### src/rtl/ifetch_unit.sv
// Instruction fetch unit: holds the current PC and instruction, issues one
// instruction-memory read per instruction and selects the next PC from the
// control unit's pcsource when the core signals advance.
//
// Optional build macro IFETCH_ALIGN_CHK_EN: when defined, a misaligned
// jr/jalr target traps the unit in an error state (o_addr_err=1) until
// reset. When undefined, the low two target bits are cleared and
// o_addr_err is tied low.
module ifetch_unit #(
  parameter logic [31:0] RESET_PC = 32'h0000_0000
) (
  input  logic        i_clk,
  input  logic        i_rst,
  input  logic [1:0]  i_pcsource,
  input  logic [31:0] i_rs_val,
  input  logic        i_advance,
  output logic        o_imem_req,
  output logic [31:0] o_imem_addr,
  input  logic        i_imem_ack,
  input  logic [31:0] i_imem_rdata,
  output logic [31:0] o_inst,
  output logic        o_inst_valid,
  output logic [31:0] o_pc,
  output logic [31:0] o_pc4,
  output logic        o_addr_err
);

  typedef enum logic [1:0] {
    S_IDLE  = 2'b00,
    S_FETCH = 2'b01,
    S_HOLD  = 2'b10,
    S_ERR   = 2'b11
  } state_t;

  state_t      r_state;
  state_t      w_state_next;
  logic [31:0] r_pc;
  logic [31:0] r_inst;
  logic        r_imem_req;
  logic        r_inst_valid;
  logic        w_load_pc;
  logic        w_load_inst;
  logic [31:0] w_pc4;
  logic [31:0] w_pc_next;

  // Next-PC selection; jr/jalr targets always have their low bits cleared
  // (with the alignment check enabled, a misaligned target never gets here).
  function automatic logic [31:0] f_next_pc(
    input logic [1:0]  sel,
    input logic [31:0] pc4,
    input logic [31:0] inst,
    input logic [31:0] rs
  );
    logic [31:0] v;
    case (sel)
      2'b00:   v = pc4;
      2'b01:   v = pc4 + {{14{inst[15]}}, inst[15:0], 2'b00};
      2'b10:   v = rs & 32'hFFFF_FFFC;
      2'b11:   v = {pc4[31:28], inst[25:0], 2'b00};
      default: v = pc4;
    endcase
    return v;
  endfunction

  assign w_pc4     = r_pc + 32'd4;
  assign w_pc_next = f_next_pc(i_pcsource, w_pc4, r_inst, i_rs_val);

`ifdef IFETCH_ALIGN_CHK_EN
  logic w_set_err;
  logic r_addr_err;
`endif

  // Next-state and load-enable decode; inputs only matter in the state that owns them.
  always_comb begin
    w_state_next = r_state;
    w_load_pc    = 1'b0;
    w_load_inst  = 1'b0;
`ifdef IFETCH_ALIGN_CHK_EN
    w_set_err    = 1'b0;
`endif
    case (r_state)
      S_IDLE: begin
        w_state_next = S_FETCH;
      end
      S_FETCH: begin
        if (i_imem_ack) begin
          w_state_next = S_HOLD;
          w_load_inst  = 1'b1;
        end else begin
          w_state_next = S_FETCH;
        end
      end
      S_HOLD: begin
        if (i_advance) begin
`ifdef IFETCH_ALIGN_CHK_EN
          if ((i_pcsource == 2'b10) && (i_rs_val[1:0] != 2'b00)) begin
            w_state_next = S_ERR;
            w_set_err    = 1'b1;
          end else begin
            w_state_next = S_FETCH;
            w_load_pc    = 1'b1;
          end
`else
          w_state_next = S_FETCH;
          w_load_pc    = 1'b1;
`endif
        end else begin
          w_state_next = S_HOLD;
        end
      end
      S_ERR: begin
        w_state_next = S_ERR;
      end
      default: begin
        w_state_next = S_IDLE;
      end
    endcase
  end

  // State register.
  always_ff @(posedge i_clk or posedge i_rst) begin
    if (i_rst) begin
      r_state <= S_IDLE;
    end else begin
      r_state <= w_state_next;
    end
  end

  // Registered status outputs, decoded from the state being entered so they line up with r_state.
  always_ff @(posedge i_clk or posedge i_rst) begin
    if (i_rst) begin
      r_imem_req   <= 1'b0;
      r_inst_valid <= 1'b0;
    end else begin
      r_imem_req   <= (w_state_next == S_FETCH);
      r_inst_valid <= (w_state_next == S_HOLD);
    end
  end

  // Program counter: changes only on an accepted advance.
  always_ff @(posedge i_clk or posedge i_rst) begin
    if (i_rst) begin
      r_pc <= RESET_PC;
    end else if (w_load_pc) begin
      r_pc <= w_pc_next;
    end else begin
      r_pc <= r_pc;
    end
  end

  // Instruction register: captures read data on the acknowledging edge only.
  always_ff @(posedge i_clk or posedge i_rst) begin
    if (i_rst) begin
      r_inst <= 32'h0000_0000;
    end else if (w_load_inst) begin
      r_inst <= i_imem_rdata;
    end else begin
      r_inst <= r_inst;
    end
  end

`ifdef IFETCH_ALIGN_CHK_EN
  // Sticky misaligned-target flag, cleared only by reset.
  always_ff @(posedge i_clk or posedge i_rst) begin
    if (i_rst) begin
      r_addr_err <= 1'b0;
    end else if (w_set_err) begin
      r_addr_err <= 1'b1;
    end else begin
      r_addr_err <= r_addr_err;
    end
  end

  assign o_addr_err = r_addr_err;
`else
  assign o_addr_err = 1'b0;
`endif

  assign o_imem_req   = r_imem_req;
  assign o_imem_addr  = r_pc;
  assign o_inst       = r_inst;
  assign o_inst_valid = r_inst_valid;
  assign o_pc         = r_pc;
  assign o_pc4        = w_pc4;

endmodule

### config.mk
export PLATFORM = sky130hd
export DESIGN_NAME = ifetch_unit
export DESIGN_NICKNAME = d
export VERILOG_FILES = /design/src/rtl/ifetch_unit.sv
export SDC_FILE = /design/constraint.sdc
export NUM_CORES = 1
export LEC_CHECK = 0
export ABC_CLOCK_PERIOD_IN_PS = 6300
export BUFFER_PORTS_ARGS = -buffer_cell sky130_fd_sc_hd__buf_2
export CORE_UTILIZATION = 35
export CTS_CLUSTER_DIAMETER = 100
export CTS_CLUSTER_SIZE = 24
export DETAILED_ROUTE_END_ITERATION = 10
export PLACE_DENSITY = 0.61
export SLEW_MARGIN = 25
export SYNTH_ARGS = -nofsm -noshare
export SYNTH_HDL_FRONTEND = slang
export SYNTH_SLANG_ARGS = --single-unit
### constraint.sdc
create_clock -name i_clk -period 6.3 [get_ports i_clk]
set_input_delay 0.945 -clock i_clk [delete_from_list [all_inputs] [get_ports i_clk]]
set_output_delay 0.945 -clock i_clk [all_outputs]
set_load 0.01 [all_outputs]
==> metrics.md, run 1 <==
| Metric | Value |
|---|---|
| Worst setup SP type | flop |
| Residual DRC | 0 |
| Crit Path Class | flop to flop |
| Synth Area in XOR/XNOR | 0.0807 |
| Mux cell area share after synthesis | 0.143 |
| Worst-margin pin slew | about 1000 ps |
| # rows | 46 |
| CP endpoint kind | flop |
| Logic gate share of total power | 0.658 |
| Cells after synthesis | around 630 |
| Clock power frac | 0.124 |
| Die Height | ~130 um |
| Syn avg cell area | 8.93 um2 |
| Routed wire length | 17,100 um |
| FF-to-FF End | o_imem_addr[23] |
| Finished Core Util | 0.433 |
| Worst vdd ir | between 0.15 and 0.2 mV |
| CTS tree | yes |
| Clk Latency, worst-skew pair | approximately 350 ps |
| Post-DP HPWL | ~13,000 um |
| Met1 Usage GRT | 0.296 |
| Root Driver | clkbuf_16 |
| Pleak | 0.00335 uW |
| Worst flop-to-flop path startpoint | o_imem_addr[2] |
| Remaining Overflow, GRT | 0 |
| Compound-cell area share of the yosys netlist | 0.155 |
| Clock Tree Buf Depth | 2 |
| H-tree levels | 3 |
| GRT Overall Usage | 0.209 |
| Hold Path Origin | o_inst[29] |
| Final setup violation count | 0 |
| Tot Pwr | ~4200 uW |
| Pin count of the biggest net entering global routing | 67 |
| I/O pins | about 200 |
| Cell variety after synth | 61 |
| Vias per std cell | approximately 5.2 |
| Post-CTS Setup Repair Bufs | 0 |
| Initial Util | 0.357 |
| Slew headroom | 0.335 |
| Critical Path RT | between 6000 and 7000 ps |
| Status | finished, final reports clean |
| Period utilisation layout | 0.690 |
| Multi-input logic area | approximately 0.0036 mm2 |
| Grt peak-use layer | met2 |
| Routed WL per cell | about 17 um |
| DRT Pass-1 Iters | 8 |
| Synthesized area | 0.00565 mm2 |
| FF/Latch Area | roughly 0.0017 mm2 |
| Drt first-iter violations | between 200 and 300 |
| Internal Power | about 2200 uW |
| RSZ-0062 raised after global routing | false |
| Antenna Nets Post-Route | 0 |
| PortBufs | around 190 |
| Clock sinks | 66 |
| Final min period | 4350 ps |
| Total number of vias | between 5,000 and 6,000 |
| Net switching power | 2010 uW |
| Commonest register cell after synthesis | dfrtp_1 |
| Largest family of logic cells by synthesized area | simple AND/OR/NAND/NOR gates |
| Clock-pin slew on the worst setup and hold paths | 60 ps |
| Fill count | roughly 1,600 |
| Worst EP arrival | ~4600 ps |
| First-pass GRT wire length | 26,500 um |
| Yosys reg bits | 66 |
| Grt met3 use | 0.0388 |
| Power per cell area | 609 mW/mm2 |
| Post-synth ARST share | 1.00 |
| Setup TNS Final | 0 ps |
| Nets | 887 |
| Vias in the first global route | 4,881 |
| Total CTS buffers | 9 |
| CTS resizes | 0 |
| Global placer's final weighted congestion | roughly 0.90 |
| Fin. Hold Viols | 0 |
| Hold Crit Class | flop to flop |
| Core box area | between 0.015 and 0.02 mm2 |
| Synthesis Warnings | 0 |
| Clk_skew | slightly below 10 ps |
| EDFF count, synth | 0 |
| Seq/Total Area, Yosys | 0.292 |
| Area Growth Syn to Fin | 21.4% |
| Highest Clock Rate | about 230 MHz |
| Adder-cell share of the synthesized area | 0.0811 |
| Worst hold path depth | 1 |
| MaxCap Viol Count | 0 |
| Antenna violations before repair | 0 |
| Share of layout cells above drive strength 1 | 0.346 |
| Slew Limit Fails | 0 |
| Leading cell type in the layout, fill and taps excluded | buf_2 |
| Met2 GRT Util | 0.325 |
| Reg power frac | 0.218 |
| R2r setup slk | a little under 2000 ps |
| Diodes inserted | 0 |
| Cts hold-fix bufs | 0 |
| Die area | around 0.017 mm2 |
| Hold Path End | o_inst[29] |
| Worst hold slack | about 500 ps |
| Die W | 129 um |
| Most frequent cells in the layout | buf_2 (191), dfrtp_1 (66), nand2_1 (61) |
| Switching Fraction | 0.482 |
| Worst Reg2Reg Path Length in Cells | 15 |
| CP Max Fanout | 7 |
| Post-Synth Simple-Gate Area | 0.166 |
[cell type report]
class / count / share of cell area
clock buffers: 11 / 0.0354
repair buffers: 197 / 0.146
inverters: 20 / 0.0110
well taps: 216 / 0.0394
flip-flops and latches: 66 / 0.241
multi-input cells: 487 / 0.519
clock inverters: 5 / 0.00785
[critical path, cell delays in order (launching register included)]
cell and delay [ps]:
dfrtp_1 410, ha_1 320, nand3_1 140, nor3_1 560, nand3_1 180, xnor2_1 320
ha_1 370, a2111oi_0 420, o21ai_1 140, a41oi_1 340, o21ai_0 140, nor3_1 230
xnor2_1 90, mux4_2 440, nand2_1 80, nand2_1 50
[worst max-delay path by stage]
stage,cells after the start,endpoint,start
after floorplan,16,o_imem_addr[23],o_imem_addr[7]
after global placement,15,o_imem_addr[23],o_imem_addr[2]
after detailed placement,15,o_imem_addr[23],o_imem_addr[2]
after CTS,15,o_imem_addr[23],o_imem_addr[2]
after global routing,15,o_imem_addr[23],o_imem_addr[2]
final,15,o_imem_addr[23],o_imem_addr[2]
[cells by family after synthesis]
group,after synthesis
adder cells (fa/ha/maj),36
multiplexers,62
buffers and inverters,85
AO/OA/AOI/OAI,139
XOR/XNOR,52
other,1
AND/OR/NAND/NOR,191
flip-flops,66
[routing by layer]
metal  share of wire  wire [um]  up-vias
li1                -          -     2538
met1            0.48       8240     2489
met2            0.46       7800      173
met3           0.046        790       22
met4           0.016        274        0
met5               0          0        -
[per-stage QoR]
stage,std cells,setup WS [ps],area [um2]
3_3_place_gp,986,2010,6560
2_1_floorplan,638,2320,5670
3_5_place_dp,986,1980,6560
6_report,1002,1950,6850
4_1_cts,1002,1940,6850
5_1_grt,1002,1490,6850
[cells in the mapped netlist, drive strengths merged (3+ instances only)]
cell type,instances,area share
nand3,19,0.017
nor2b,6,0.0066
a21o,13,0.017
xnor2,32,0.050
nor2,47,0.031
a21oi,48,0.043
a221oi,3,0.0047
o21a,3,0.0040
and4,4,0.0062
nand2b,5,0.0055
nand2,61,0.041
mux2,38,0.076
a32oi,3,0.0047
dfrtp,66,0.29
nor4,3,0.0060
o22ai,5,0.0055
nand4,13,0.017
inv,20,0.013
mux2i,13,0.023
nor3,11,0.0097
a31oi,3,0.0033
mux4,11,0.044
ha,35,0.078
buf,40,0.051
o21ai,34,0.030
xor2,20,0.031
or2,4,0.0044
and3,10,0.011
a211oi,4,0.0053
clkbuf,25,0.017
and2,4,0.0044
[registers in the layout, summed over array words and instances (netlist names)]
register      count
o_inst           32
o_imem_addr      30
r_state           2
o_imem_req        1
o_inst_valid      1
[power by group through the flow]
stage,clock (uW),sequential [uW],combinational [uW]
6_report,517,909,2740
5_1_grt,544,951,3020
4_1_cts,529,909,2730
3_5_place_dp,0,915,2720
3_3_place_gp,0,908,2700
2_1_floorplan,0,944,1940
No activity file was read; power rests on OpenSTA's default activity.
==> run 2: changes to the inputs <==
--- a/config.mk
+++ b/config.mk
@@ -5,13 +5,13 @@
 export SDC_FILE = /design/constraint.sdc
 export NUM_CORES = 1
 export LEC_CHECK = 0
-export ABC_CLOCK_PERIOD_IN_PS = 6300
+export ABC_CLOCK_PERIOD_IN_PS = 4000
 export BUFFER_PORTS_ARGS = -buffer_cell sky130_fd_sc_hd__buf_2
 export CORE_UTILIZATION = 35
 export CTS_CLUSTER_DIAMETER = 100
 export CTS_CLUSTER_SIZE = 24
 export DETAILED_ROUTE_END_ITERATION = 10
-export PLACE_DENSITY = 0.61
+export PLACE_DENSITY = 0.63
 export SLEW_MARGIN = 25
 export SYNTH_ARGS = -nofsm -noshare
 export SYNTH_HDL_FRONTEND = slang
==> constraint.sdc (replaced) <==
create_clock -name i_clk -period 4 [get_ports i_clk]
set_input_delay 0.6 -clock i_clk [delete_from_list [all_inputs] [get_ports i_clk]]
set_output_delay 0.6 -clock i_clk [all_outputs]
set_load 0.01 [all_outputs]
==> run 2 against run 1 <==
  * Power rose by 64%
  * Global-route usage rose by 0.99 points
  * Flip-flop and latch count did not move
  * Highest routed layer unchanged
  * Sequential share of layout area fell by 0.66 points
  * Design area rose by 2.9%
  * Critical path depth fell by 1
  * Final cell count rose by 2.0%
  * Setup slack got worse by 1700 ps
  * Clock skew fell by 0.75 ps
==> metrics.md, run 2 (synthesized netlist as in run 1, its figures left out) <==
| Metric | Value |
|---|---|
| Status | finished, final reports clean |
| Die area | roughly 0.017 mm2 |
| Slew Limit Fails | 0 |
| Setup TNS Final | 0 ps |
| Internal Power | approximately 3600 uW |
| Pleak | 0.00346 uW |
| Final setup violation count | 0 |
| Antenna Nets Post-Route | 0 |
| Total CTS buffers | 9 |
| Worst setup SP type | flop |
| Pin count of the biggest net entering global routing | 43 |
| H-tree levels | 3 |
| MaxCap Viol Count | 0 |
| Hold Crit Class | input pin to async pin |
| Residual DRC | 0 |
| I/O pins | approximately 200 |
| # rows | 46 |
| Worst hold slack | 356 ps |
| Vias per std cell | around 5.2 |
| Pre-CTS setup slack | about 250 ps |
| Max reg flops | 32 |
| Fill count | 1,582 |
| CTS tree | yes |
| Most frequent cells in the layout | buf_2 (191), dfrtp_1 (65), nand2_1 (61) |
| Routed wire length | approximately 18,000 um |
| PortBufs | ~190 |
| CP endpoint kind | flop |
| Share of layout cells above drive strength 1 | 0.367 |
| Drt first-iter violations | approximately 330 |
| Worst vdd ir | approximately 0.33 mV |
| Period utilisation layout | 0.931 |
| Critical Path RT | roughly 4200 ps |
| Post-DP HPWL | between 10,000 and 15,000 um |
| Logic gate share of total power | 0.666 |
| Post-CTS Setup Repair Bufs | 0 |
| Routed WL per cell | 17.3 um |
| Fin. Hold Viols | 0 |
| Clock power frac | 0.130 |
| Worst EP arrival | approximately 4000 ps |
| CP Max Fanout | 6 |
| GRT Overall Usage | 0.219 |
| Clock-pin slew on the worst setup and hold paths | 60 ps |
| Diodes inserted | 0 |
| Core box area | 0.0158 mm2 |
| Die W | roughly 130 um |
| Remaining Overflow, GRT | 0 |
| Crit Path Class | flop to flop |
| Clk_skew | 9.16 ps |
| DRT Pass-1 Iters | 5 |
| Highest Clock Rate | about 270 MHz |
| Post-route setup slack | about 280 ps |
| Worst-margin pin slew | about 950 ps |
| Final min period | 3720 ps |
| RSZ-0062 raised after global routing | false |
| Antenna violations before repair | 0 |
| Clock sinks | 66 |
| First-pass GRT wire length | roughly 28,000 um |
| Clk Latency, worst-skew pair | between 300 and 400 ps |
| Nets | 907 |
| Initial Util | 0.357 |
| Reg power frac | 0.204 |
| Root Driver | clkbuf_16 |
| Vias in the first global route | a little over 5,000 |
| Leading cell type in the layout, fill and taps excluded | buf_2 |
| Power per cell area | between 900 and 1000 mW/mm2 |
| Die Height | approximately 130 um |
| Clock Tree Buf Depth | 2 |
| Slew headroom | 0.366 |
| Total number of vias | 5,327 |
| Net switching power | 3240 uW |
| Area Growth Syn to Fin | 24.9% |
| Global placer's final weighted congestion | 0.849 |
| Switching Fraction | 0.474 |
| Cts hold-fix bufs | 0 |
## run 2: critical path: stages, from the launching register on
cell and delay [ps]:
dfrtp_1 400, and3_1 320, nand4_2 290, or2_2 440, xnor2_1 280, ha_1 310
a21o_1 180, a21o_1 170, a21oi_1 190, nor2_1 70, a211oi_1 190, o21ai_0 150
a311o_1 340, a21oi_1 140, o22ai_1 100
## run 2: through the flow
| stage | util | power, uW | cell area, um2 | std cells |
|---|---|---|---|---|
| final | 0.446 | 6830 | 7050 | 1022 |
| after global routing | 0.446 | 7420 | 7050 | 1022 |
| after CTS | 0.444 | 6820 | 7030 | 1022 |
| after detailed placement | 0.424 | 5890 | 6710 | 1006 |
| after global placement | 0.424 | 5830 | 6710 | 1006 |
| after floorplan | - | 4540 | 5670 | 638 |
## run 2: power by group through the flow
| stage | sequential (uW) | clock, uW | combinational [uW] |
|---|---|---|---|
| after floorplan | 1490 | 0 | 3060 |
| after CTS | 1400 | 907 | 4510 |
| final | 1390 | 886 | 4550 |
| after detailed placement | 1400 | 0 | 4480 |
| after global routing | 1460 | 930 | 5030 |
| after global placement | 1400 | 0 | 4440 |
## run 2: cell type report
cell class	instances	area, um2	share of cell area
clock buffers	11	243	0.0344
well taps	216	270	0.0383
clock inverters	5	77.6	0.0110
multi-input cells	487	3580	0.508
flip-flops and latches	66	1650	0.234
repair buffers	217	1150	0.163
inverters	20	76.3	0.0108
## run 2: path summary, 6_finish.rpt
check                            startpoint              end  slack (ps)  cells after the start
hold reg to reg                  r_state[1]       o_imem_req         480                      1
setup / recovery             o_imem_addr[3]  o_imem_addr[28]         280                     14
max in group asynchronous             i_rst   o_imem_addr[7]        2790                      3
hold / removal                        i_rst        o_inst[6]         360                      2
setup reg to reg             o_imem_addr[3]  o_imem_addr[28]         280                     14
min in group i_clk         i_imem_rdata[31]       o_inst[31]         480                      2
## run 2: what timing repair did
| item | 4_1_cts | 5_1_grt |
|---|---|---|
| resized for setup | 0 | 5 |
| endpoints found under the setup margin | 0 | 4 |
| endpoints found under the hold margin | 0 | 0 |
## run 2: routing by layer
metal	routed length, um	share of wire	GRT usage
met1	8320	0.47	0.301
met2	8090	0.46	0.341
met3	1020	0.057	0.0508
met4	259	0.015	0.0651
met5	0	0	0
==> run 3: changes to the inputs <==
--- a/config.mk
+++ b/config.mk
@@ -7,11 +7,11 @@
 export LEC_CHECK = 0
 export ABC_CLOCK_PERIOD_IN_PS = 4000
 export BUFFER_PORTS_ARGS = -buffer_cell sky130_fd_sc_hd__buf_2
-export CORE_UTILIZATION = 35
+export CORE_UTILIZATION = 46
 export CTS_CLUSTER_DIAMETER = 100
 export CTS_CLUSTER_SIZE = 24
 export DETAILED_ROUTE_END_ITERATION = 10
-export PLACE_DENSITY = 0.63
+export PLACE_DENSITY = 0.79
 export SLEW_MARGIN = 25
 export SYNTH_ARGS = -nofsm -noshare
 export SYNTH_HDL_FRONTEND = slang
==> run 3 against run 2 <==
  * Register-to-register slack lost 40 ps
  * First-iteration DRC count grew 35%
  * Largest power group unchanged
  * Die area shrank 24%
  * Final cell count is 7.3% lower
  * Setup slack got worse by 37 ps
  * Highest routed layer unchanged
  * Worst hold slack got worse by 110 ps
  * Sequential power up 3%
  * Core utilization grew 14 points
==> metrics.md, run 3 (synthesized netlist as in run 1, its figures left out) <==
| Metric | Value |
|---|---|
| Worst EP arrival | between 3000 and 4000 ps |
| Pin count of the biggest net entering global routing | 47 |
| CTS tree | yes |
| Final setup violation count | 0 |
| PortBufs | between 150 and 200 |
| Remaining Overflow, GRT | 0 |
| R2r setup slk | around 240 ps |
| CP Max Fanout | 6 |
| Antenna Nets Post-Route | 0 |
| Slew Limit Fails | 0 |
| First-pass GRT wire length | roughly 26,000 um |
| H-tree levels | 3 |
| # rows | 40 |
| Die Height | approximately 110 um |
| Vias in the first global route | just over 5,000 |
| Root Driver | clkbuf_16 |
| CP top delay family | compound AO/OA/AOI/OAI gates |
| Initial Util | 0.470 |
| Nets | about 900 |
| Max reg flops | 32 |
| Tot Pwr | 6890 uW |
| Antenna violations before repair | 0 |
| Share of layout cells above drive strength 1 | 0.369 |
| Total number of vias | around 5,400 |
| Switching Fraction | 0.466 |
| Internal Power | 3680 uW |
| Leading cell type in the layout, fill and taps excluded | buf_2 |
| Worst-margin pin slew | between 1000 and 1500 ps |
| Vias per std cell | around 5.7 |
| Setup TNS Final | 0 ps |
| Worst setup SP type | flop |
| Cts hold-fix bufs | 0 |
| Clock Tree Buf Depth | 2 |
| MaxCap Viol Count | 0 |
| Logic gate share of total power | 0.648 |
| Global placer's final weighted congestion | 0.929 |
| CP Cell Sequence | ha_2 > nand3_1 > xnor2_1 > ha_1 > and3_1 > a2111oi_2 > buf_4 > o21ai_1 > a221oi_1 > o21ai_1 > a21oi_1 > o31ai_1 > xnor2_1 > a21oi_1 |
| Pre-CTS setup slack | 167 ps |
| Critical Path RT | 4190 ps |
| Routed wire length | about 16,000 um |
| Slowest CP cell | a221oi_1 |
| Fin. Hold Viols | 0 |
| Status | finished, final reports clean |
| Crit Path Class | flop to flop |
| Clock-pin slew on the worst setup and hold paths | around 70 ps |
| CP endpoint kind | flop |
| Die W | between 100 and 150 um |
| Reg power frac | 0.208 |
| Post-route setup slack | ~240 ps |
| Area Growth Syn to Fin | 23.7% |
| Period utilisation layout | 0.940 |
| Diodes inserted | 0 |
| Slew headroom | 0.321 |
| Net switching power | ~3200 uW |
| Clock power frac | 0.144 |
| Residual DRC | 0 |
| Pleak | about 0.0035 uW |
| Post-DP HPWL | roughly 12,000 um |
| Highest Clock Rate | ~270 MHz |
| Power per cell area | 986 mW/mm2 |
| Routed WL per cell | ~17 um |
| Final min period | 3760 ps |
| Fill count | roughly 1,000 |
| Die area | 0.0127 mm2 |
| I/O pins | between 200 and 250 |
| Core box area | 0.0120 mm2 |
| Clock sinks | between 60 and 70 |
| Slowest stage delay, CP | around 460 ps |
| RSZ-0062 raised after global routing | false |
| Buf/Inv on CP | 1 |
| Worst vdd ir | between 0.4 and 0.5 mV |
| GRT Overall Usage | 0.258 |
| Hold Crit Class | input pin to async pin |
| Clk_skew | roughly 12 ps |
| Clk Latency, worst-skew pair | between 300 and 400 ps |
| Total CTS buffers | 9 |
| Most frequent cells in the layout | buf_2 (191), dfrtp_1 (65), nand2_1 (61) |
| Drt first-iter violations | ~440 |
| DRT Pass-1 Iters | 5 |
run 3: through the flow:
| step | cell area, um2 | hold slack (ps) | std cells | utilization |
|---|---|---|---|---|
| final | 6990 | 251 | 947 | 0.582 |
| after global routing | 6990 | 290 | 947 | 0.582 |
| after CTS | 6940 | 265 | 947 | 0.578 |
| after detailed placement | 6580 | 490 | 931 | 0.547 |
| after global placement | 6580 | 480 | 931 | 0.547 |
| after floorplan | 5670 | 453 | 638 | - |
run 3: area by class of cell:
type / instances / area [um2] / area share
tap: 147 / 184 / 0.0263
clock inverter: 7 / 141 / 0.0202
inverter: 20 / 75.1 / 0.0107
multi-input combinational: 487 / 3600 / 0.516
sequential: 66 / 1650 / 0.237
clock buffer: 9 / 225 / 0.0322
timing repair buffer: 211 / 1110 / 0.158
run 3: power by group through the flow:
stage          registers [uW]  clock network [uW]  logic, uW
3_3_place_gp             1410                   0       4300
4_1_cts                  1410                 997       4390
2_1_floorplan            1490                   0       3060
6_report                 1430                 991       4470
3_5_place_dp             1420                   0       4360
5_1_grt                  1480                1040       4870
run 3: timing repair:
item	CTS	global route
gates resized for setup	0	8
endpoints found under the setup margin	0	7
buffers inserted	0	0
hold endpoints to repair	0	0
run 3: final timing paths:
kind | start | to | depth (start not counted)
max | o_imem_addr[3] | o_imem_addr[25] | 14
min | i_rst | o_inst[29] | 2
max reg2reg | o_imem_addr[3] | o_imem_addr[25] | 14
min reg2reg | o_inst[27] | o_inst[27] | 1
max in group asynchronous | i_rst | o_imem_addr[14] | 3
min in group i_clk | i_imem_rdata[1] | o_inst[1] | 2
run 3: routing by layer:
layer / wire length (um) / up-vias / GRT usage
li1: - / 2556 / -
met1: 7170 / 2555 / 0.345
met2: 7600 / 253 / 0.408
met3: 1220 / 33 / 0.0471
met4: 427 / 0 / 0.116
met5: 0 / - / 0
